$ cat src/rtl/processor_control_pkg.sv
// Shared types and constants for the four-phase core's control sequencer:
// sequencer states, trap cause codes and the default memory watchdog limit.
package processor_control_pkg;

    typedef enum logic [2:0] {
        ST_FETCH     = 3'd0,
        ST_DECODE    = 3'd1,
        ST_EXECUTE   = 3'd2,
        ST_MEM_WAIT  = 3'd3,
        ST_WRITEBACK = 3'd4,
        ST_HALTED    = 3'd5,
        ST_TRAPPED   = 3'd6
    } seq_state_t;

    localparam logic [1:0] TRAP_NONE        = 2'd0;
    localparam logic [1:0] TRAP_DECODE      = 2'd1;
    localparam logic [1:0] TRAP_MEM_TIMEOUT = 2'd2;

    localparam int unsigned DEFAULT_MEM_TIMEOUT = 255;

endpackage

$ cat src/rtl/stall_watchdog.sv
// Counts cycles spent waiting on the RAM; expired flags the last cycle the
// sequencer may still wait before it must trap.
module stall_watchdog
    import processor_control_pkg::*;
#(
    parameter int unsigned MEM_TIMEOUT = DEFAULT_MEM_TIMEOUT
) (
    input  logic clk,
    input  logic reset_n,
    input  logic clear,
    input  logic incr,
    output logic expired
);

    localparam logic [15:0] TERMINAL = 16'(MEM_TIMEOUT - 1);

    logic [15:0] count;

    // NOTE: sequential state is written with non-blocking assignments only,
    // so every flop samples the pre-edge value of every other flop.
    always_ff @(posedge clk or negedge reset_n) begin
        if (!reset_n) begin
            count <= '0;
        end else if (clear) begin
            count <= '0;
        end else if (incr) begin
            count <= count + 16'd1;
        end
    end

    assign expired = (count == TERMINAL);

endmodule

$ cat src/rtl/stage_sequencer.sv
// Four-phase stage-enable sequencer: one-hot fetch/decode/execute/writeback
// enables, RAM stall hold, trap handling, run-control and retire counter.
module stage_sequencer
    import processor_control_pkg::*;
#(
    parameter int unsigned MEM_TIMEOUT  = DEFAULT_MEM_TIMEOUT,
    parameter int unsigned RETIRE_WIDTH = 32
) (
    input  logic                    clk,
    input  logic                    reset_n,
    input  logic                    mem_access,
    input  logic                    mem_done,
    input  logic                    decoding_error,
    input  logic                    halt_request,
    input  logic                    resume,
    input  logic                    step,
    output logic                    fetch_en,
    output logic                    decode_en,
    output logic                    execute_en,
    output logic                    writeback_en,
    output logic                    rd_write_strobe,
    output logic                    pc_update_strobe,
    output logic                    halted,
    output logic                    trapped,
    output logic [1:0]              trap_cause,
    output logic [RETIRE_WIDTH-1:0] retired_count
);

    seq_state_t state, state_next;
    logic       step_pending, step_pending_next;
    logic [1:0] trap_cause_next;
    logic       wd_clear, wd_incr, wd_expired;

    stall_watchdog #(.MEM_TIMEOUT(MEM_TIMEOUT)) u_watchdog (
        .clk     (clk),
        .reset_n (reset_n),
        .clear   (wd_clear),
        .incr    (wd_incr),
        .expired (wd_expired)
    );

    always_ff @(posedge clk or negedge reset_n) begin
        if (!reset_n) begin
            state         <= ST_FETCH;
            step_pending  <= 1'b0;
            trap_cause    <= TRAP_NONE;
            retired_count <= '0;
        end else begin
            state        <= state_next;
            step_pending <= step_pending_next;
            trap_cause   <= trap_cause_next;
            if (state == ST_WRITEBACK) begin
                retired_count <= retired_count + RETIRE_WIDTH'(1);
            end
        end
    end

    // NOTE: every signal driven here gets a default before the case so that
    // no path leaves it unassigned and no latch is inferred.
    always_comb begin
        state_next        = state;
        step_pending_next = step_pending;
        trap_cause_next   = trap_cause;
        wd_clear          = 1'b0;
        wd_incr           = 1'b0;
        unique case (state)
            ST_FETCH:  state_next = ST_DECODE;
            ST_DECODE: state_next = ST_EXECUTE;
            ST_EXECUTE: begin
                if (decoding_error) begin
                    state_next      = ST_TRAPPED;
                    trap_cause_next = TRAP_DECODE;
                end else if (mem_access) begin
                    state_next = ST_MEM_WAIT;
                    wd_clear   = 1'b1;
                end else begin
                    state_next = ST_WRITEBACK;
                end
            end
            ST_MEM_WAIT: begin
                // A completion on the terminal cycle still wins over the timeout.
                if (mem_done) begin
                    state_next = ST_WRITEBACK;
                end else if (wd_expired) begin
                    state_next      = ST_TRAPPED;
                    trap_cause_next = TRAP_MEM_TIMEOUT;
                end else begin
                    wd_incr = 1'b1;
                end
            end
            ST_WRITEBACK: begin
                if (halt_request || step_pending) begin
                    state_next        = ST_HALTED;
                    step_pending_next = 1'b0;
                end else begin
                    state_next = ST_FETCH;
                end
            end
            ST_HALTED: begin
                if (resume) begin
                    state_next        = ST_FETCH;
                    step_pending_next = 1'b0;
                end else if (step) begin
                    state_next        = ST_FETCH;
                    step_pending_next = 1'b1;
                end
            end
            ST_TRAPPED: state_next = ST_TRAPPED;
            default:    state_next = ST_FETCH;
        endcase
    end

    // The reset state is FETCH, but no stage may be enabled while reset is held.
    assign fetch_en         = reset_n && (state == ST_FETCH);
    assign decode_en        = (state == ST_DECODE);
    assign execute_en       = (state == ST_EXECUTE);
    assign writeback_en     = (state == ST_WRITEBACK);
    assign rd_write_strobe  = (state == ST_WRITEBACK);
    assign pc_update_strobe = (state == ST_WRITEBACK);
    assign halted           = (state == ST_HALTED);
    assign trapped          = (state == ST_TRAPPED);

endmodule

$ cat config.mk
export PLATFORM = sky130hd
export DESIGN_NAME = stage_sequencer
export DESIGN_NICKNAME = d
export VERILOG_FILES = /design/src/rtl/processor_control_pkg.sv /design/src/rtl/stall_watchdog.sv /design/src/rtl/stage_sequencer.sv
export SDC_FILE = /design/constraint.sdc
export NUM_CORES = 1
export LEC_CHECK = 0
export BUFFER_PORTS_ARGS = -buffer_cell sky130_fd_sc_hd__buf_2
export CAP_MARGIN = 10
export CELL_PAD_IN_SITES_DETAIL_PLACEMENT = 1
export CELL_PAD_IN_SITES_GLOBAL_PLACEMENT = 1
export CORE_ASPECT_RATIO = 1.5
export CORE_MARGIN = 1.5
export CORE_UTILIZATION = 46
export CTS_CLUSTER_DIAMETER = 150
export DETAILED_ROUTE_END_ITERATION = 6
export PLACE_DENSITY_LB_ADDON = 0.1
export SYNTH_ARGS = -nofsm -noshare
export SYNTH_HDL_FRONTEND = slang
export SYNTH_SLANG_ARGS = --single-unit
$ cat constraint.sdc
create_clock -name clk -period 3.14 [get_ports clk]
set_input_delay 0.314 -clock clk [delete_from_list [all_inputs] [get_ports clk]]
set_output_delay 0.314 -clock clk [all_outputs]
set_load 0.05 [all_outputs]
==> run_results.csv, run 1 <==
group,metric,value,unit
run_status,status,"finished clean",
synthesis,yosysTopAreaCell,"dfrtp_1",
power_and_ir_drop,swShare,0.401,
timing,tightest_slew,0.685,ns
clocking,cts_buffers,5,
power_and_ir_drop,total_power,1.96,mW
worst_setup_path,critPathKind,"reg2reg",
layout,fin_nets,311,
global_routing,grt_max_degree,55,
timing,min_period,2.13,ns
placement,dpl.hpwl,4.30,mm
global_routing,track_usage,0.201,
worst_setup_path,timing.rr.start,"state[2]$_DFFE_PN0P_",
routing,ant_nets,0,
timing,rsz0062_at_grt,"false",
routing,dr.pass1.iters,4,
clocking,clock_sinks,54,
worst_setup_path,crit_required,3.36,ns
floorplan,die_area,6260,um2
placement,io_buffers,49,
synthesis,synthFlopType,"dfrtp_1",
power_and_ir_drop,seq_power_share,0.454,
power_and_ir_drop,pwr-share-clk,0.235,
timing,skew,0.00641,ns
synthesis,yosysUniqueCellTypes,47,
worst_setup_path,end_kind,"flop",
global_routing,grt_pass1_wl,9.78,mm
synthesis,syn-num-nets,260,
clocking,post_cts_buffers,0,
global_routing,antenna_found_initial,0,
worst_setup_path,rr_endpoint,"retired_count[16]$_DFFE_PN0P_",
synthesis,ys_ff_latch,54,
power_and_ir_drop,p_switching,0.787,mW
synthesis,synthTopCellsByArea,"dfrtp_1, xnor2_1, nand2_1, nand3_1, xor2_1",
synthesis,ys_warn_count,0,
layout,diodes,0,
floorplan,rows,33,
layout,layout-drive-gt1-share,0.233,
layout,fin_cells,371,
routing,wl,5.81,mm
timing,holdWs,0.160,ns
synthesis,async_reset_ff_frac,1.00,
timing,tns,0,ns
flow_run,maxCapViolCount,0,
timing,setup_viol,0,
timing,slew_violations,0,
power_and_ir_drop,leakagePower,1.50,nW
worst_setup_path,r2r_cells,6,
power_and_ir_drop,peakVddDrop,0.000425,V
timing,setup_ws,1.01,ns
clocking,h-tree-depth,2,
synthesis,synth_edf_count,0,
placement,place_ws,1.02,ns
synthesis,synth_area,2660,um2
clocking,cts_root_buffer,"clkbuf_8",
timing,period_share,0.679,
synthesis,syn_area_per_cell,10.7,um2
floorplan,core,5530,um2
routing,vias,2027,
floorplan,pin_count,50,
layout,nFillCells,638,
timing,max-slew-margin-rel,0.543,
worst_setup_path,r2r_slack,1.01,ns
worst_hold_path,min_path_type,"in2async",
timing,clock.fmax,469,MHz
worst_setup_path,cp-start-kind,"flop",
worst_setup_path,critPathMaxFanout,13,
routing,wl_per_cell,15.7,um
clocking,cts_tree,"yes",
synthesis,synth_top_area_frac,0.508,
floorplan,initial_core_util,0.481,
clocking,path_clk_slew,0.09,ns
synthesis,yosysSeqAreaShare,0.508,
clocking,clockBufferDepth,2,
routing,drt_iter0_markers,69,
global_routing,grt-ovfl-total,0,
floorplan,fp.dieH,96.2,um
worst_setup_path,cp.arrival,2.36,ns
layout,syn2layout_area_growth,15.8,%
routing,post-route-drc-count,0,
synthesis,synthTopCellsByCount,"dfrtp_1, xnor2_1, nand2_1",
power_and_ir_drop,power_density,636,nW/um2
clocking,clkLatencyLatePin,0.31,ns
power_and_ir_drop,internal_power,1.17,mW
power_and_ir_drop,p_comb_frac,0.310,
floorplan,die_w,65.1,um
clocking,cts-resized-gates,0,
synthesis,synth.most_common_cell,"dfrtp_1",
placement,gp_congestion,0.715,
placement,dpl.cell_count,363,
timing,hold_viol,0,
clocking,postCtsHoldBufs,0,
routing,avgViaCountPerCell,5.46,
synthesis,synthCells,249,
global_routing,grt_pass1_vias,1996,
## cells by family after synthesis
group,Yosys count,share of synthesized area
AO/OA/AOI/OAI,28,0.0668
XOR/XNOR,37,0.122
adder cells (fa/ha/maj),3,0.0141
buffers and inverters,11,0.0193
flip-flops,54,0.508
multiplexers,4,0.0155
AND/OR/NAND/NOR,112,0.255
## metal layers
layer / vias to the layer above / GRT usage / wire length, um
li1: 987 / - / -
met1: 1006 / 0.236 / 2440
met2: 28 / 0.381 / 3170
met3: 6 / 0.0257 / 135
met4: 0 / 0.0573 / 68
met5: - / 0 / 0
## flip-flops by register name, summed over array words and instances, names as in the netlist
| register | cells |
|---|---|
| u_watchdog.count | 16 |
| trap_cause | 2 |
| step_pending | 1 |
| retired_count | 32 |
| state | 3 |
## metrics by stage
stage	area, um2	util
3_3_place_gp	2970	0.537
6_report	3080	0.557
4_1_cts	3080	0.557
5_1_grt	3080	0.557
3_5_place_dp	2970	0.537
2_1_floorplan	2660	-
## critical path, cell delays in order (launching register included)
cell and delay (ns):
dfrtp_1 0.55, or3b_4 0.47, inv_2 0.16, nand2_4 0.10, nor4_4 0.42, and2b_1 0.21, xnor2_1 0.13
## worst max path at each step
stage	from	to	slack [ns]	depth (start not counted)
after floorplan	state[2]$_DFFE_PN0P_	u_watchdog.count[0]$_DFFE_PN0P_	0.55	4
after global placement	state[2]$_DFFE_PN0P_	retired_count[26]$_DFFE_PN0P_	1.08	6
after detailed placement	state[2]$_DFFE_PN0P_	retired_count[16]$_DFFE_PN0P_	1.02	6
after CTS	state[2]$_DFFE_PN0P_	retired_count[16]$_DFFE_PN0P_	0.99	6
after global routing	state[2]$_DFFE_PN0P_	retired_count[16]$_DFFE_PN0P_	0.85	6
final	state[2]$_DFFE_PN0P_	retired_count[16]$_DFFE_PN0P_	1.01	6
## power by group through the flow
stage	combinational, mW	sequential, mW	clock (mW)
finish	0.608	0.891	0.461
global route	0.654	0.914	0.501
CTS	0.619	0.890	0.486
detailed placement	0.613	0.904	0
global placement	0.599	0.898	0
floorplan	0.433	0.979	0
## cells in the final DEF (no fill, tap or decap), types with 4 or more instances in the layout
cell	netlist	routed
and3_1	5	5
nor3_1	6	6
nand4_1	12	12
nor4_1	5	5
o21ai_0	4	4
xor2_1	9	9
nand2_1	23	23
dfrtp_1	54	54
xnor2_1	28	28
nor2_1	15	15
nand3_1	17	17
a21oi_1	10	10
buf_2	2	49
clkbuf_8	0	5
## layout make-up
| class | count | area (um2) | share of cell area |
|---|---|---|---|
| multi-input cells | 184 | 1260 | 0.408 |
| repair buffers | 51 | 260 | 0.0844 |
| well taps | 70 | 87.6 | 0.0284 |
| inverters | 4 | 15.0 | 0.00487 |
| clock buffers | 6 | 72.6 | 0.0235 |
| clock inverters | 2 | 37.5 | 0.0122 |
| flip-flops and latches | 54 | 1350 | 0.438 |
Note: power is estimated with default switching activity, not from simulation.
==> run 2: changes to the inputs <==
--- a/config.mk
+++ b/config.mk
@@ -11,7 +11,7 @@
 export CELL_PAD_IN_SITES_GLOBAL_PLACEMENT = 1
 export CORE_ASPECT_RATIO = 1.5
 export CORE_MARGIN = 1.5
-export CORE_UTILIZATION = 46
+export CORE_UTILIZATION = 43
 export CTS_CLUSTER_DIAMETER = 150
 export DETAILED_ROUTE_END_ITERATION = 6
 export PLACE_DENSITY_LB_ADDON = 0.1
==> constraint.sdc (replaced) <==
create_clock -name clk -period 2 [get_ports clk]
set_input_delay 0.2 -clock clk [delete_from_list [all_inputs] [get_ports clk]]
set_output_delay 0.2 -clock clk [all_outputs]
set_load 0.05 [all_outputs]
==> run 2 against run 1 <==
Die area increased by 6.7%; critical path depth unchanged; global-route usage increased by 0.58 points; combinational power increased by 99%; sequential power increased by 50%; clock skew increased by 0.0028 ns; non-clock buffer count increased by 15; count of clock-buffer cells in the layout unchanged; first-iteration DRC count decreased by 13%; critical path type unchanged; critical endpoint is now retired_count[24]$_DFFE_PN0P_.
==> run_results.csv, run 2 (synthesized netlist as in run 1, its figures left out) <==
group,metric,value,unit
clocking,post_cts_buffers,0,
clocking,cts-resized-gates,0,
floorplan,fp.dieH,99.4,um
layout,utilization,0.554,
timing,setup_ws,0.123,ns
timing,holdWs,0.0313,ns
worst_hold_path,min_path_type,"in2async",
global_routing,grt-ovfl-total,0,
placement,gp_congestion,0.751,
timing,max-slew-margin-rel,0.539,
clocking,clock_sinks,54,
layout,fin_nets,326,
layout,nFillCells,670,
worst_setup_path,r2r_cells,6,
power_and_ir_drop,total_power,3.44,mW
clocking,cts_buffers,5,
layout,mostFrequentLayoutCell,"buf_2",
timing,rsz0062_at_grt,"false",
routing,dr.pass1.iters,3,
floorplan,die_area,6680,um2
clocking,h-tree-depth,2,
clocking,clkLatencyLatePin,0.31,ns
worst_setup_path,crit_required,2.20,ns
worst_setup_path,endpoint,"retired_count[24]$_DFFE_PN0P_",
global_routing,antenna_found_initial,0,
run_status,status,"finished clean",
layout,syn2layout_area_growth,22.2,%
flow_run,maxCapViolCount,0,
clocking,path_clk_slew,0.10,ns
layout,layout-drive-gt1-share,0.301,
global_routing,grt_pass1_vias,2206,
layout,final_cell_mix,"buf_2, dfrtp_1, xnor2_1",
worst_setup_path,end_kind,"flop",
placement,io_buffers,49,
global_routing,track_usage,0.207,
routing,wl_per_cell,16.6,um
clocking,cts_root_buffer,"clkbuf_8",
global_routing,grt_pass1_wl,10.7,mm
routing,vias,2129,
floorplan,core,5870,um2
timing,period_share,0.939,
floorplan,pin_count,50,
worst_setup_path,rr_endpoint,"retired_count[24]$_DFFE_PN0P_",
floorplan,rows,34,
timing,tightest_slew,0.692,ns
clocking,postCtsHoldBufs,0,
layout,reg.largest.list,"retired_count (32), u_watchdog.count (16), state (3)",
power_and_ir_drop,power_density,1060,nW/um2
timing,hold_viol,0,
placement,dpl.hpwl,4.75,mm
power_and_ir_drop,peakVddDrop,0.000865,V
timing,min_period,1.88,ns
floorplan,die_w,67.2,um
floorplan,initial_core_util,0.453,
worst_setup_path,r2r_slack,0.12,ns
clocking,cts_tree,"yes",
worst_setup_path,critPathMaxFanout,4,
timing,slew_violations,0,
layout,top_register,"retired_count",
worst_setup_path,timing.rr.start,"retired_count[14]$_DFFE_PN0P_",
routing,post-route-drc-count,0,
worst_setup_path,cp.arrival,2.07,ns
layout,diodes,0,
worst_setup_path,cp-start-kind,"flop",
timing,clock.fmax,533,MHz
routing,wl,6.42,mm
routing,ant_nets,0,
timing,setup_viol,0,
worst_setup_path,critPathKind,"reg2reg",
placement,place_ws,0.0893,ns
routing,drt_iter0_markers,60,
routing,avgViaCountPerCell,5.49,
worst_setup_path,critPathLaunch,"retired_count[14]$_DFFE_PN0P_",
power_and_ir_drop,leakagePower,1.58,nW
global_routing,grt_max_degree,55,
timing,skew,0.00925,ns
layout,largest_reg_flops,32,
clocking,clockBufferDepth,2,
run 2: cell count changes in the layout (fill, tap and decap cells not counted), sizes merged:
cell and delta:
buf +15, bufinv +1, clkinvlp -1
run 2: area by class of cell:
class	instances	area (um2)	share of cell area
tap	72	90.1	0.0277
multi-input combinational	184	1270	0.390
timing repair buffer	66	373	0.115
clock inverter	2	60.1	0.0185
sequential	54	1360	0.418
clock buffer	6	82.6	0.0254
inverter	4	17.5	0.00538
run 2: per-layer routing:
metal	track usage	part of all wire	wire, um
met1	0.242	0.39	2530
met3	0.0271	0.023	150
met4	0.0659	0.019	120
met5	0	0	0
met2	0.380	0.56	3620
run 2: critical path: stages (launching register included):
cell,delay [ns]
dfrtp_1,0.42
nand4_1,0.23
nor3_1,0.33
buf_4,0.18
nor4b_4,0.32
nand3_1,0.14
xnor2_1,0.15
run 2: worst min path at each step:
stage | end | slack [ns] | startpoint
global route | retired_count[4]$_DFFE_PN0P_ | 0.11 | reset_n
CTS | retired_count[13]$_DFFE_PN0P_ | 0.07 | reset_n
global placement | retired_count[15]$_DFFE_PN0P_ | 0.41 | reset_n
detailed placement | retired_count[13]$_DFFE_PN0P_ | 0.41 | reset_n
finish | retired_count[5]$_DFFE_PN0P_ | 0.03 | reset_n
floorplan | retired_count[0]$_DFFE_PN0P_ | -0.1 | reset_n
run 2: power breakdown:
group | internal [mW] | switching, mW
combinational | 0.367 | 0.840
sequential | 1.22 | 0.125
clock | 0.534 | 0.361
run 2: metrics by stage:
step	instance area (um2)	instances	TNS [ns]
floorplan	2680	249	-0.0228
global placement	3100	378	0
detailed placement	3100	378	0
CTS	3240	386	0
global route	3250	388	0
finish	3250	388	0
